## src/rtl/calc_sched_pkg.sv

```systemverilog
// calc_pkg: shared opcode/FSM types and datapath constants for calc_sched and calc_core
package calc_pkg;
    localparam int CALC_W = 4;
    localparam logic [CALC_W-1:0] CALC_DIV0_RESULT = 4'hF;
    typedef enum logic [1:0] {ADD = 2'b00, SUB = 2'b01, MUL = 2'b10, DIV = 2'b11} calc_op_e;
    typedef enum logic [1:0] {IDLE, EXEC, RESP} calc_sched_state_e;
endpackage

```

## src/rtl/calc_sched_if.sv

```systemverilog
// calc_sched_if: one requester's operation and response channel; CALC_SCHED_DIV0_ERR_EN adds err
interface calc_sched_if;
    import calc_pkg::*;
    logic valid, ready, resp_valid, resp_ready, carry;
    calc_op_e op;
    logic [CALC_W-1:0] a, b, result;
`ifdef CALC_SCHED_DIV0_ERR_EN
    logic err;
    modport master (output valid, op, a, b, resp_ready, input ready, resp_valid, result, carry, err);
    modport slave (input valid, op, a, b, resp_ready, output ready, resp_valid, result, carry, err);
`else
    modport master (output valid, op, a, b, resp_ready, input ready, resp_valid, result, carry);
    modport slave (input valid, op, a, b, resp_ready, output ready, resp_valid, result, carry);
`endif
endinterface

```

## src/rtl/calc_sched_core.sv

```systemverilog
// calc_core: registered datapath loading {carry,result} on start; CALC_SCHED_DIV0_ERR_EN adds err
module calc_core
    import calc_pkg::*;
(
    input  logic              clk,
    input  logic              rst,
    input  logic              start,
    input  calc_op_e          op,
    input  logic [CALC_W-1:0] a,
    input  logic [CALC_W-1:0] b,
    output logic [CALC_W-1:0] result,
    output logic              carry
`ifdef CALC_SCHED_DIV0_ERR_EN
    ,
    output logic              err
`endif
);
    logic [CALC_W:0] res_nx;
    logic div0;
    // low 5 bits of the selected operation; divide by zero saturates to CALC_DIV0_RESULT
    always_comb begin
        div0 = op == DIV && b == '0;
        res_nx = op == ADD ? {1'b0, a} + {1'b0, b}
               : op == SUB ? {1'b0, a} - {1'b0, b}
               : op == MUL ? {1'b0, a} * {1'b0, b}
               : div0 ? {1'b0, CALC_DIV0_RESULT} : {1'b0, a / b};
    end
    // load only on start so the result holds for the whole response phase
    always_ff @(posedge clk)
        if (rst) {carry, result} <= '0;
        else if (start) {carry, result} <= res_nx;
`ifdef CALC_SCHED_DIV0_ERR_EN
    // divide-by-zero flag follows the same load/hold timing as the result
    always_ff @(posedge clk)
        if (rst) err <= 1'b0;
        else if (start) err <= div0;
`endif
endmodule

```

## src/rtl/calc_sched.sv

```systemverilog
// calc_sched: two-requester scheduler around calc_core; RR_EN picks round-robin or fixed priority; CALC_SCHED_DIV0_ERR_EN adds resp err
module calc_sched
    import calc_pkg::*;
#(
    parameter int RR_EN = 1
) (
    input  logic        clk,
    input  logic        rst,
    calc_sched_if.slave req0,
    calc_sched_if.slave req1,
    output logic        busy
);
    calc_sched_state_e state, state_nx;
    logic ptr, gnt, sel, hs, start, carry;
    calc_op_e op_q;
    logic [CALC_W-1:0] a_q, b_q, result;
`ifdef CALC_SCHED_DIV0_ERR_EN
    logic err;
`endif

    calc_core u_core (
        .clk, .rst, .start, .op(op_q), .a(a_q), .b(b_q), .result, .carry
`ifdef CALC_SCHED_DIV0_ERR_EN
        , .err
`endif
    );

    // pick a requester: ptr breaks ties in round-robin mode, otherwise requester 0 wins
    always_comb begin
        sel = (RR_EN != 0 && req0.valid && req1.valid) ? ptr : !req0.valid;
        hs = state == IDLE && !rst && (req0.valid || req1.valid);
    end

    // state register
    always_ff @(posedge clk)
        if (rst) state <= IDLE;
        else state <= state_nx;

    // next state: one EXEC cycle, then hold RESP until the granted requester consumes
    always_comb
        state_nx = state == IDLE ? (hs ? EXEC : IDLE)
                 : state == EXEC ? RESP
                 : ((gnt ? req1.resp_ready : req0.resp_ready) ? IDLE : RESP);

    // capture grant and operands on handshake; ptr then favours the other requester
    always_ff @(posedge clk)
        if (rst) begin
            ptr <= 1'b0;
            gnt <= 1'b0;
            op_q <= ADD;
            a_q <= '0;
            b_q <= '0;
        end else if (hs) begin
            ptr <= !sel;
            gnt <= sel;
            op_q <= sel ? req1.op : req0.op;
            a_q <= sel ? req1.a : req0.a;
            b_q <= sel ? req1.b : req0.b;
        end

    // outputs decoded from state and grant
    always_comb begin
        busy = state != IDLE;
        start = state == EXEC;
        req0.ready = hs && !sel;
        req1.ready = hs && sel;
        req0.resp_valid = state == RESP && !gnt;
        req1.resp_valid = state == RESP && gnt;
        req0.result = result;
        req1.result = result;
        req0.carry = carry;
        req1.carry = carry;
`ifdef CALC_SCHED_DIV0_ERR_EN
        req0.err = err;
        req1.err = err;
`endif
    end
endmodule

```

## src/flat_wrapper.sv

```systemverilog
// flat-port wrapper written by rule: the top's interface ports become plain ports
module calc_sched_flat import calc_pkg::*;
#(
    parameter int RR_EN = 1
)
  (clk, rst, busy, req0_valid, req0_op, req0_a, req0_b, req0_resp_ready, req0_ready, req0_resp_valid, req0_result, req0_carry, req1_valid, req1_op, req1_a, req1_b, req1_resp_ready, req1_ready, req1_resp_valid, req1_result, req1_carry);
  calc_sched_if req0_i ();
  calc_sched_if req1_i ();
  input  logic clk;
  input  logic rst;
  output logic busy;
  input wire logic [$bits(req0_i.valid)-1:0] req0_valid;
  input wire logic [$bits(req0_i.op)-1:0] req0_op;
  input wire logic [$bits(req0_i.a)-1:0] req0_a;
  input wire logic [$bits(req0_i.b)-1:0] req0_b;
  input wire logic [$bits(req0_i.resp_ready)-1:0] req0_resp_ready;
  output wire logic [$bits(req0_i.ready)-1:0] req0_ready;
  output wire logic [$bits(req0_i.resp_valid)-1:0] req0_resp_valid;
  output wire logic [$bits(req0_i.result)-1:0] req0_result;
  output wire logic [$bits(req0_i.carry)-1:0] req0_carry;
  input wire logic [$bits(req1_i.valid)-1:0] req1_valid;
  input wire logic [$bits(req1_i.op)-1:0] req1_op;
  input wire logic [$bits(req1_i.a)-1:0] req1_a;
  input wire logic [$bits(req1_i.b)-1:0] req1_b;
  input wire logic [$bits(req1_i.resp_ready)-1:0] req1_resp_ready;
  output wire logic [$bits(req1_i.ready)-1:0] req1_ready;
  output wire logic [$bits(req1_i.resp_valid)-1:0] req1_resp_valid;
  output wire logic [$bits(req1_i.result)-1:0] req1_result;
  output wire logic [$bits(req1_i.carry)-1:0] req1_carry;
  assign req0_i.valid = req0_valid;
  assign req0_i.op = req0_op;
  assign req0_i.a = req0_a;
  assign req0_i.b = req0_b;
  assign req0_i.resp_ready = req0_resp_ready;
  assign req0_ready = req0_i.ready;
  assign req0_resp_valid = req0_i.resp_valid;
  assign req0_result = req0_i.result;
  assign req0_carry = req0_i.carry;
  assign req1_i.valid = req1_valid;
  assign req1_i.op = req1_op;
  assign req1_i.a = req1_a;
  assign req1_i.b = req1_b;
  assign req1_i.resp_ready = req1_resp_ready;
  assign req1_ready = req1_i.ready;
  assign req1_resp_valid = req1_i.resp_valid;
  assign req1_result = req1_i.result;
  assign req1_carry = req1_i.carry;
  calc_sched #(.RR_EN(RR_EN)) u_core (.clk(clk), .rst(rst), .req0(req0_i), .req1(req1_i), .busy(busy));
endmodule
```

## config.mk

```make
export PLATFORM = sky130hd
export DESIGN_NAME = calc_sched_flat
export DESIGN_NICKNAME = d
export VERILOG_FILES = /design/src/rtl/calc_sched_pkg.sv /design/src/rtl/calc_sched_if.sv /design/src/rtl/calc_sched_core.sv /design/src/rtl/calc_sched.sv /design/src/flat_wrapper.sv
export SDC_FILE = /design/constraint.sdc
export NUM_CORES = 1
export LEC_CHECK = 0
export ABC_AREA = 1
export CAP_MARGIN = 20
export CORE_ASPECT_RATIO = 1.75
export CORE_MARGIN = 1.5
export CORE_UTILIZATION = 40
export CTS_CLUSTER_DIAMETER = 120
export DETAILED_ROUTE_END_ITERATION = 8
export HOLD_SLACK_MARGIN = 0.03
export MAX_ROUTING_LAYER = met4
export PLACE_DENSITY_LB_ADDON = 0.08
export SETUP_SLACK_MARGIN = 0.2
export SLEW_MARGIN = 10
export SYNTH_ARGS = -nofsm -noshare
export SYNTH_HDL_FRONTEND = slang
export SYNTH_SLANG_ARGS = --single-unit
```

## constraint.sdc

```tcl
create_clock -name clk -period 3.9 [get_ports clk]
set_input_delay 0.39 -clock clk [delete_from_list [all_inputs] [get_ports clk]]
set_output_delay 0.39 -clock clk [all_outputs]
set_load 0.1 [all_outputs]
```

==> results.toml, run 1 <==
[sta]
setup_viol = 0
fin_worst_skew_ps = 1.62
rsz0062_at_grt = "no"
fin_crit_sh_pct = 87.0
fin_crit_ps = 3390
fin_ws_ps = 505
tns_ps = 0
maxSlewViolCount = 0
slew_headroom_pct = 34.3
fmax_mhz = 295
worst_pin_slew_ps = 983
hold_viol_final = 0
whs_ps = 489

[power_and_ir_drop]
switching_power_mw = 0.373
comb_power_share_pct = 54.4
internal-power_mw = 0.440
seqPwrFrac_pct = 28.2
p_sw_share_pct = 45.8
total_power_mw = 0.813
powerDensity_nw_per_um2 = 346
p_clk_share_pct = 17.4
p_leak_nw = 1.11
peakVddDrop_v = 0.000226

[global_routing]
grt_max_degree = 14
grt_util_all_layers_pct = 22.1
antenna_found_initial = 0
grt_pass1_wl_um = 8010
grt_pass1_vias = 1780
overflow = 0

[layout]
layout.cells.non_filler = 368
final_cell_area_um2 = 2350
final_cell_mix = "nand2_1 (80), inv_1 (41), clkdlybuf4s50_1 (38)"
num_antenna_cells = 0
multi_input_area_um2 = 1260
final_util_pct = 52.8
fillers = 453
num-nets-final = 374
register_area_um2 = 380
drive_above_1_share_pct = 5.99
final_common_cell = "nand2_1"
area_growth_pct = 25.6

[routing]
drt_first_pass_iters = 4
drtAntennaViolNets = 0
drc_errors = 0
drtIter0Drc = 35
wire_per_inst_um = 13.0
routed-via-count = 1831
viasPerCell = 4.98
wirelength_um = 4780

[run]
cap_violations = 0

[logic_synthesis]
ys_types = 29
synth_nets = 334
ys_seq_area_share_pct = 20.3
synthesis.area_um2 = 1870
ys_ff_latch = 19
syn_area_per_cell_um2 = 6.72
synth_cells = 278
yosys_warnings = 0

[min_path]
holdCritPathClass = "reg -> reg"

[cts]
ctsLongestPathBuffers = 2
cts-root-buf = "clkbuf_8"
cts_tree = "yes"
cts.clk_slew.worst_paths_ps = 70
hold_buffers = 0
clock_latency_ps = 260
cts_made_buffers = 3
h-tree-depth = 1
clock-sinks = 19
post-cts-setup-buffer-count = 0

[place]
gp_congestion = 0.842
io_buffer_count = 40
place_ws_ps = 438
hpwl_um = 3970
place_inst = 364
placed_cell_area_um2 = 2290

[die]
start_util_pct = 42.1
coreArea_um2 = 4440
die_h_um = 93.4
dieArea_um2 = 5110
rows = 32
die_x_um = 54.7
io_pins = 41

[worst_setup_path]
cp_data_required_time_ps = 4030
critPathMaxFanout = 6
path_class = "reg -> reg"
critPathLaunchType = "flop"
crit_path_end_kind = "flop"
crit_arrival_ps = 3520

[status]
run_status = "completed"
worst paths after layout:
kind                            from                       to  slack (ps)  cells after the start
max                    u_core.b_q[3]  u_core.u_core.result[0]         510                     23
min          u_core.u_core.result[1]  u_core.u_core.result[1]         490                      2
max reg2reg            u_core.b_q[3]  u_core.u_core.result[0]         510                     23
min reg2reg  u_core.u_core.result[1]  u_core.u_core.result[1]         490                      2
power by group through the flow:
stage / Clock, mW / Sequential (mW) / Combinational (mW)
floorplan: 0 / 0.267 / 0.299
global route: 0.152 / 0.232 / 0.493
detailed placement: 0 / 0.234 / 0.438
global placement: 0 / 0.234 / 0.436
finish: 0.142 / 0.229 / 0.442
CTS: 0.143 / 0.229 / 0.440
synth_stat cells, drive strengths merged:
cell / n / area share (%)
o211a: 1 / 0.54
nor2: 25 / 5.8
o21ai: 21 / 5.6
nand4: 2 / 0.67
xnor2: 1 / 0.47
a21oi: 13 / 4.1
dfxtp: 19 / 20
fa: 5 / 5.4
o21bai: 1 / 0.40
or2: 1 / 0.47
nand2: 82 / 17
xor2: 4 / 1.9
nand3b: 2 / 0.80
nand3: 9 / 2.4
inv: 41 / 8.2
nor3: 2 / 0.54
buf: 9 / 3.7
a21o: 1 / 0.40
clkbuf: 2 / 0.47
a221oi: 1 / 0.47
a31oi: 11 / 3.7
ha: 25 / 17
sequential cells by signal (all words and copies together) (netlist names):
| register | flops |
|---|---|
| u_core.u_core.result | 4 |
| u_core.u_core.carry | 1 |
| u_core.state | 2 |
| u_core.op_q | 2 |
| u_core.ptr | 1 |
| u_core.gnt | 1 |
| u_core.a_q | 4 |
| u_core.b_q | 4 |
cell type report:
| type | instances | area share (%) |
|---|---|---|
| clock buffers | 4 | 1.92 |
| inverters | 41 | 6.55 |
| multi-input cells | 207 | 53.9 |
| flip-flops and latches | 19 | 16.2 |
| well taps | 51 | 2.72 |
| repair buffers | 46 | 18.8 |
cell families after synthesis:
logic type / after synthesis / synth area share, %
xor gates and xnor gates: 5 / 2.34
DFF: 19 / 20.3
and+or+nand+nor: 123 / 27.6
adders and majority gates: 30 / 22.1
buffers and inverters: 52 / 12.4
AOI/OAI and AO/OA: 49 / 15.2
worst max-delay path, cell delays in order, from the launching register on:
cell and delay, ps:
dfxtp_1 310, nor2_1 290, nand3_1 180, a21oi_2 180, ha_1 260, o21ai_0 80
nand2_1 90, nand2_2 100, nand2_1 50, o21ai_1 120, ha_1 290, nand2_1 80
nand2_1 60, nand2_1 50, nand3_1 80, inv_1 140, nand2_1 70, o21ai_1 80
ha_1 260, a21o_1 180, nor2_1 90, nand4_1 80, nand2_1 80, a21oi_1 50
layer usage:
metal | track usage [%] | part of all wire (%) | vias to the layer above
met2 | 39.0 | 55 | 46
li1 | - | - | 963
met3 | 1.60 | 2.4 | 14
met4 | 10.6 | 3.8 | 0
met1 | 23.4 | 39 | 808
met5 | - | 0 | -
timing repair:
item,CTS,global route
setup endpoints to repair,0,1
gates resized for setup,0,4
endpoints found under the hold margin,0,0
No activity file was read; power rests on OpenSTA's default activity.
==> run 2, diff against run 1 <==
--- a/config.mk
+++ b/config.mk
@@ -7,7 +7,6 @@
 export LEC_CHECK = 0
 export ABC_AREA = 1
 export CAP_MARGIN = 20
-export CORE_ASPECT_RATIO = 1.75
 export CORE_MARGIN = 1.5
 export CORE_UTILIZATION = 40
 export CTS_CLUSTER_DIAMETER = 120
@@ -19,4 +18,5 @@
 export SLEW_MARGIN = 10
 export SYNTH_ARGS = -nofsm -noshare
 export SYNTH_HDL_FRONTEND = slang
+export SYNTH_HIERARCHICAL = 1
 export SYNTH_SLANG_ARGS = --single-unit
==> results.toml, run 2 <==
[layout]
final_common_cell = "nand2_1"
num-nets-final = 414
layout.cells.non_filler = 427
final_cell_mix = "nand2_1 (98), clkdlybuf4s50_1 (38), inv_1 (35)"
drive_above_1_share_pct = 14.8
num_antenna_cells = 0
area_growth_pct = 24.8

[routing]
wirelength_um = 4820
drtAntennaViolNets = 0
routed-via-count = 1987
drt_first_pass_iters = 4
drtIter0Drc = 129
wire_per_inst_um = 11.3
viasPerCell = 4.65
drc_errors = 0

[logic_synthesis]
synth_area_leaders = "dfxtp_1 (18%), nand2_1 (18%), ha_1 (15%)"
synth_cells = 316
synth_nets = 372
synthesis.area_um2 = 2070
synth.most_common_cell = "nand2_1"
ys_types = 31
yosys-top-cells-count = "nand2_1 (99), inv_1 (39), ha_1 (25), nand3_1 (21), a21oi_1 (20)"
async_reset_ff_share_pct = 0
syn_area_per_cell_um2 = 6.56
yosys_warnings = 6
yosys.area.top_type = "dfxtp_1"
ys_ff_latch = 19
synth_edf_count = 0
ys_seq_area_share_pct = 18.4
yosys_most_used_dff = "dfxtp_1"
synth_top_area_share_pct = 18.4

[place]
place_inst = 419
hpwl_um = 3980
io_buffer_count = 40
gp_congestion = 0.901

[worst_setup_path]
ff2ff_setup_slack_ps = 510
crit_arrival_ps = 3510
path_class = "reg -> reg"
critPathMaxFanout = 6
r2r_start = "u_core/b_q[0]"
crit_path_end_kind = "flop"
ff2ff_path_depth = 27
reg2reg_to = "u_core/u_core/result[0]"
critPathCapture = "u_core/u_core/result[0]"
cp_data_required_time_ps = 4020
startpoint = "u_core/b_q[0]"
critPathLaunchType = "flop"

[cts]
clock_latency_ps = 260
ctsLongestPathBuffers = 2
cts-root-buf = "clkbuf_8"
clock-sinks = 19
h-tree-depth = 1
cts_made_buffers = 3
cts.clk_slew.worst_paths_ps = 80
cts_tree = "yes"

[min_path]
holdCritPathClass = "reg -> reg"

[die]
start_util_pct = 41.1
die_h_um = 75.0
die_x_um = 75.0
coreArea_um2 = 5040
dieArea_um2 = 5620
io_pins = 41
rows = 26

[sta]
setup_viol = 0
fin_crit_sh_pct = 87.0
worst_pin_slew_ps = 967
fin_crit_ps = 3390
fin_worst_skew_ps = 5.11
maxSlewViolCount = 0
fmax_mhz = 295
hold_viol_final = 0
tns_ps = 0
rsz0062_at_grt = "no"
slew_headroom_pct = 35.3

[power_and_ir_drop]
peakVddDrop_v = 0.000165
p_leak_nw = 1.30
powerDensity_nw_per_um2 = 331

[global_routing]
grt_max_degree = 14
grt_pass1_wl_um = 8050
overflow = 0
grt_util_all_layers_pct = 19.1
antenna_found_initial = 0
grt_pass1_vias = 1860

[run]
cap_violations = 0

[status]
run_status = "completed"
-- run 2: cell count changes after synthesis, sizes merged, moves of 2 or more --
cell	previous run	this run
nand2	82	103
o21ai	21	18
a21oi	13	23
nor2	25	23
nand3	9	25
inv	41	48
nand3b	2	0
nor3	2	4
a31oi	11	0
-- run 2: cell type report --
class	count	area [um2]
multi-input combinational	237	1420
clock buffer	3	41.3
tap	70	87.6
sequential	19	384
timing repair buffer	49	463
clock inverter	1	5.00
fill	518	2460
inverter	48	180
-- run 2: critical path, stage by stage (launching register included) --
cell and delay [ps]:
dfxtp_4 380, inv_2 60, ha_1 280, nand2_1 50, nand2_1 90, inv_1 70
ha_4 270, o21ai_0 70, nand2_1 80, nand2_2 80, inv_2 70, nand2_1 50
and2_1 160, ha_1 280, inv_2 40, nor2_2 110, nand3_1 90, nand3_2 100
inv_2 60, nand2_1 50, o21ai_1 80, ha_1 310, nand2_1 80, nand2_1 60
a21oi_2 110, nand4_1 80, nand2_1 70, a21oi_1 50
-- run 2: metal layers --
layer,GRT usage (%),wire (um),vias to the layer above
li1,-,-,1076
met1,23.8,2270,866
met2,33.4,2360,41
met3,1.20,145,4
met4,5.25,48,0
met5,-,0,-
-- run 2: stage by stage --
stage	util [%]	setup slack (ps)	hold slack [ps]	power (mW)	instance area, um2
4_1_cts	50.1	280	520	0.831	2530
3_5_place_dp	49.2	169	500	0.686	2480
5_1_grt	51.3	208	548	0.935	2580
3_3_place_gp	49.2	329	506	0.682	2480
6_report	51.3	509	510	0.857	2580
2_1_floorplan	-	564	456	0.591	2070
-- run 2: timing repair --
item,4_1_cts,5_1_grt
resized for setup,1,11
endpoints found under the setup margin,1,1
buffers inserted,0,4
pin swaps,0,4
hold buffers,0,0
-- run 2: cell families after synthesis --
logic type | Yosys count | synth area share, %
AO/OA/AOI/OAI | 43 | 11.4
AND/OR/NAND/NOR | 160 | 34.5
buffers and inverters | 60 | 14.2
flip-flops | 19 | 18.4
XOR/XNOR | 4 | 1.69
adder cells (fa/ha/maj) | 30 | 19.9
-- run 2: worst min-delay path by stage --
stage / start / end / slack (ps) / depth (start not counted)
floorplan: u_core/op_q[1] / u_core/op_q[1] / 460 / 2
global placement: u_core/u_core/result[0] / u_core/u_core/result[0] / 510 / 2
detailed placement: u_core/u_core/result[0] / u_core/u_core/result[0] / 500 / 2
CTS: u_core/u_core/result[0] / u_core/u_core/result[0] / 520 / 2
global route: u_core/u_core/result[0] / u_core/u_core/result[0] / 550 / 2
finish: u_core/u_core/result[0] / u_core/u_core/result[0] / 510 / 2
-- run 2: where the power goes --
part | leakage, nW | total (mW) | internal [mW] | switching [mW]
Sequential | 0.157 | 0.229 | 0.210 | 0.0185
Combinational | 1.11 | 0.488 | 0.178 | 0.310
Clock | 0.0255 | 0.140 | 0.0711 | 0.0690
==> run 3, diff against run 2 <==
--- a/config.mk
+++ b/config.mk
@@ -8,7 +8,7 @@
 export ABC_AREA = 1
 export CAP_MARGIN = 20
 export CORE_MARGIN = 1.5
-export CORE_UTILIZATION = 40
+export CORE_UTILIZATION = 53
 export CTS_CLUSTER_DIAMETER = 120
 export DETAILED_ROUTE_END_ITERATION = 8
 export HOLD_SLACK_MARGIN = 0.03
==> results.toml, run 3 (synthesis results as in run 2) <==
[status]
run_status = "completed"

[layout]
drive_above_1_share_pct = 14.6
final_cell_mix = "nand2_1 (98), clkdlybuf4s50_1 (38), inv_1 (35)"
area_growth_pct = 22.9
multi_input_area_um2 = 1420
num-nets-final = 413
register_area_um2 = 387
num_antenna_cells = 0
layout.cells.non_filler = 404
final_cell_area_um2 = 2550
fillers = 325
final_common_cell = "nand2_1"

[sta]
maxSlewViolCount = 0
fin_crit_ps = 3460
slew_headroom_pct = 34.0
rsz0062_at_grt = "no"
hold_viol_final = 0
fin_ws_ps = 440
fin_crit_sh_pct = 88.7
worst_pin_slew_ps = 986
setup_viol = 0
tns_ps = 0
fmax_mhz = 289
fin_worst_skew_ps = 4.40

[worst_setup_path]
r2r_start = "u_core/b_q[0]"
critPathMaxFanout = 6
cp_data_required_time_ps = 4020
critPathSlowestCell = "dfxtp_4"
crit_arrival_ps = 3580
reg2reg_to = "u_core/u_core/result[0]"
cpMostUsedCell = "nand2_1"
cpPeakStageDelay_ps = 370
ff2ff_setup_slack_ps = 440
crit_path_end_kind = "flop"
critPathLaunchType = "flop"
ff2ff_path_depth = 26
path_class = "reg -> reg"

[cts]
cts-root-buf = "clkbuf_8"
cts_tree = "yes"
clock-sinks = 19
clock_latency_ps = 250
cts_made_buffers = 3
cts.clk_slew.worst_paths_ps = 70
ctsLongestPathBuffers = 2
h-tree-depth = 1

[routing]
drc_errors = 0
drtAntennaViolNets = 0
drtIter0Drc = 133
drt_first_pass_iters = 8
wirelength_um = 4710
routed-via-count = 2031
viasPerCell = 5.03
wire_per_inst_um = 11.7

[die]
die_h_um = 65.5
dieArea_um2 = 4290
io_pins = 41
die_x_um = 65.5
coreArea_um2 = 3720
rows = 22
start_util_pct = 55.8

[place]
place_inst = 395
place_ws_ps = 198
gp_congestion = 0.935
hpwl_um = 3840
io_buffer_count = 40
placed_cell_area_um2 = 2440

[power_and_ir_drop]
p_leak_nw = 1.29
peakVddDrop_v = 0.000178
powerDensity_nw_per_um2 = 334

[global_routing]
grt_max_degree = 14
grt_util_all_layers_pct = 23.4
overflow = 0
grt_pass1_vias = 1849
grt_pass1_wl_um = 7760
antenna_found_initial = 0

[run]
cap_violations = 0

[min_path]
hold_depth = 2
worstHoldStart = "u_core/u_core/result[0]"
holdPathEnd = "u_core/u_core/result[0]"
holdCritPathClass = "reg -> reg"
-- run 3: cell types whose count changed in the layout (fill, tap and decap cells not counted), sizes merged --
cell | previous run | this run
clkbuf | 3 | 4
clkinv | 1 | 0
buf | 11 | 10
-- run 3: stage by stage --
step	hold slack (ps)	power [mW]	util (%)
4_1_cts	511	0.820	66.8
5_1_grt	541	0.914	68.5
3_5_place_dp	494	0.684	65.6
3_3_place_gp	494	0.672	65.6
6_report	516	0.850	68.5
2_1_floorplan	456	0.591	-
-- run 3: cell type report --
cell class                      instances  share of cell area [%]
Multi-Input combinational cell        237                    55.7
Sequential cell                        19                    15.2
Tap cell                               48                    2.36
Clock buffer                            4                    1.77
Timing Repair Buffer                   48                    17.9
Inverter                               48                    7.08
-- run 3: worst max-delay path: cells and delay by family, from the launching register on --
kind                       cells  cell delay, ps
adders and majority gates      4            1140
and+or+nand+nor               11             920
AOI/OAI and AO/OA              6             560
DFF                            1             370
buffers and inverters          5             360
-- run 3: worst max path at each step --
stage	startpoint	to
floorplan	u_core/b_q[0]	u_core/u_core/result[0]
global placement	u_core/b_q[0]	u_core/u_core/result[0]
detailed placement	u_core/b_q[0]	u_core/u_core/result[0]
CTS	u_core/b_q[0]	u_core/u_core/result[0]
global route	u_core/b_q[0]	u_core/u_core/result[0]
finish	u_core/b_q[0]	u_core/u_core/result[0]
-- run 3: layer usage --
layer | wire length, um | part of all wire (%) | global-route usage, % | vias to the layer above
met3 | 215 | 4.6 | 3.08 | 8
met4 | 85 | 1.8 | 7.29 | 0
li1 | - | - | - | 1070
met2 | 2320 | 49 | 41.8 | 64
met5 | 0 | 0 | - | -
met1 | 2090 | 44 | 27.2 | 889
-- run 3: repair_timing --
action                                  4_1_cts  5_1_grt
gates resized for setup                       1       12
hold buffers                                  0        0
pin swaps                                     0        4
setup buffers                                 0        5
endpoints found under the setup margin        1        1
-- run 3: report_power, final --
part / switching, mW / total (mW) / internal, mW
registers: 0.0208 / 0.232 / 0.211
logic: 0.311 / 0.483 / 0.172
clock network: 0.0633 / 0.136 / 0.0726
total: 0.395 / 0.850 / 0.455
==> variant, RTL diff (settings of run 2) <==
`CALC_W`: 4 -> 6.
--- a/src/rtl/calc_sched_pkg.sv
+++ b/src/rtl/calc_sched_pkg.sv
@@ -1,5 +1,5 @@
 // calc_pkg: shared opcode/FSM types and datapath constants for calc_sched and calc_core
 package calc_pkg;
-    localparam int CALC_W = 4;
+    localparam int CALC_W = 6;
     localparam logic [CALC_W-1:0] CALC_DIV0_RESULT = 4'hF;
     typedef enum logic [1:0] {ADD = 2'b00, SUB = 2'b01, MUL = 2'b10, DIV = 2'b11} calc_op_e;
Interface: changed (6 resized); port bits go from 41 to 53. The function was not compared with the original's and may differ.
==> variant against run 2 <==
- the flow now finishes with violations (negative setup slack)
- cell count is 100% higher
- synthesized area is 79% higher
- combinational power grew to 11 times the old value
- power grew to 6.7 times the old value
- die area grew 76%
- routed wire length increased to 2.8 times the old value
- worst setup slack got worse by 2300 ps
- critical path depth increased by 19
- first-iteration DRC count up 77%
- final area is 130% higher
- sequential cell count up 6
- non-clock buffer count grew 143
- largest cell class unchanged
==> variant: results <==
metrics = {
    "global_route": {
        "grt.total_usage": 0.268,
        "grt_use_met3": 0.0330,
        "grt_max_degree": 21,
        "grtUsageMet2": 0.454,
        "grt_pass1_vias": 4281,
        "grt_pass1_wl_mm": 20.6,
        "grtUsageMet1": 0.317,
    },
    "synth": {
        "syn-num-nets": 667,
        "synth_cell_type_count": 40,
        "yosys-top-cells-count": "nand2_1 (177), inv_1 (73), ha_1 (45)",
        "ys_seq_area_frac": 0.135,
        "synthCells": 577,
        "synthTopCellsByArea": "nand2_1 (18%), ha_1 (15%), dfxtp_1 (13%)",
    },
    "place": {
        "io_buffers": 52,
        "dp_hpwl_mm": 8.21,
        "gp_congestion": 0.881,
        "placed_area_um2": 4740,
        "dp_cells": 771,
    },
    "route": {
        "wl_met2_mm": 6.52,
        "wire_per_inst_um": 15.6,
        "drt_iter0_drc": 228,
        "drtPass1Iterations": 6,
        "met1_length_mm": 5.78,
        "wl_mm": 13.4,
        "dr_wl_met3_um": 639,
        "vias_per_cell": 5.11,
    },
    "finish": {
        "nets": 841,
        "area_growth_pct": 61.7,
        "diodes": 0,
        "drive_above_1_share": 0.356,
    },
    "critical_path": {
        "reg2reg_from": "u_core/b_q[0]",
        "worstPathArrival_ps": 5900,
        "ff2ff_path_depth": 46,
        "crit_fanout": 7,
    },
    "sta": {
        "finClkSkew_ps": 19.4,
        "max-slew-margin-rel": 0.345,
        "setup_viol_count_final": 5,
        "timing.hold.ws_ps": 503,
        "fin_ws_ps": -1820,
        "finalSetupTns_ps": -6000,
    },
    "clocking": {
        "insertion_delay_ps": 290,
        "clk_path_buf_depth": 2,
        "cts_setup_buffers": 78,
        "post_cts_resized": 25,
    },
    "power": {
        "leakage_nw": 3.07,
        "p_int_w": 0.00296,
        "ir_worst_vdd_v": 0.000844,
    },
    "min_path": {
        "hold_path_depth": 2,
        "whs_endpoint": "u_core/u_core/result[2]",
        "min-delay-start": "u_core/u_core/result[2]",
    },
    "outcome": {
        "violations": "negative setup slack",
        "run_status": "finished, violations left",
    },
}
==> variant: cell count changes in the layout (fill, tap and decap cells not counted), sizes merged, moves of 20 or more <==
cell,before,now
nand2,103,189
ha,25,45
nand3,25,49
buf,11,142
inv,48,83
nor2,23,46
==> variant: power groups by stage <==
| stage | Clock, W | Sequential, W | Combinational [W] |
|---|---|---|---|
| 6_report | 0.000164 | 0.000299 | 0.00527 |
| 5_1_grt | 0.000187 | 0.000302 | 0.00570 |
| 4_1_cts | 0.000170 | 0.000298 | 0.00407 |
| 3_5_place_dp | 0 | 0.000304 | 0.00329 |
| 3_3_place_gp | 0 | 0.000303 | 0.00320 |
| 2_1_floorplan | 0 | 0.000358 | 0.00234 |
==> variant: layout make-up <==
cell class | count | area [µm²]
multi-input cells | 446 | 3160
fillers | 745 | 2840
repair buffers | 192 | 1830
flip-flops and latches | 25 | 504
inverters | 83 | 327
well taps | 108 | 135
clock buffers | 4 | 45.0
==> variant: how the worst max path moves through the flow <==
stage                       start                      end  slack [ps]  depth (start not counted)
floorplan           u_core/b_q[0]  u_core/u_core/result[0]       -1530                         45
global placement    u_core/b_q[0]  u_core/u_core/result[0]       -1630                         47
detailed placement  u_core/b_q[0]  u_core/u_core/result[0]       -1810                         44
CTS                 u_core/b_q[0]  u_core/u_core/result[0]       -1600                         46
global route        u_core/b_q[0]  u_core/u_core/result[0]       -2080                         46
finish              u_core/b_q[0]  u_core/u_core/result[0]       -1820                         46
==> variant: logic make-up (layout without fill, tap and decap cells) <==
kind of cell             after synthesis  after routing  synth area share
XOR/XNOR                              16             16            0.0377
buffers and inverters                106            279             0.128
flip-flops                            25             25             0.135
AND/OR/NAND/NOR                      305            305             0.378
adder cells (fa/ha/maj)               56             56             0.211
AO/OA/AOI/OAI                         69             69             0.111
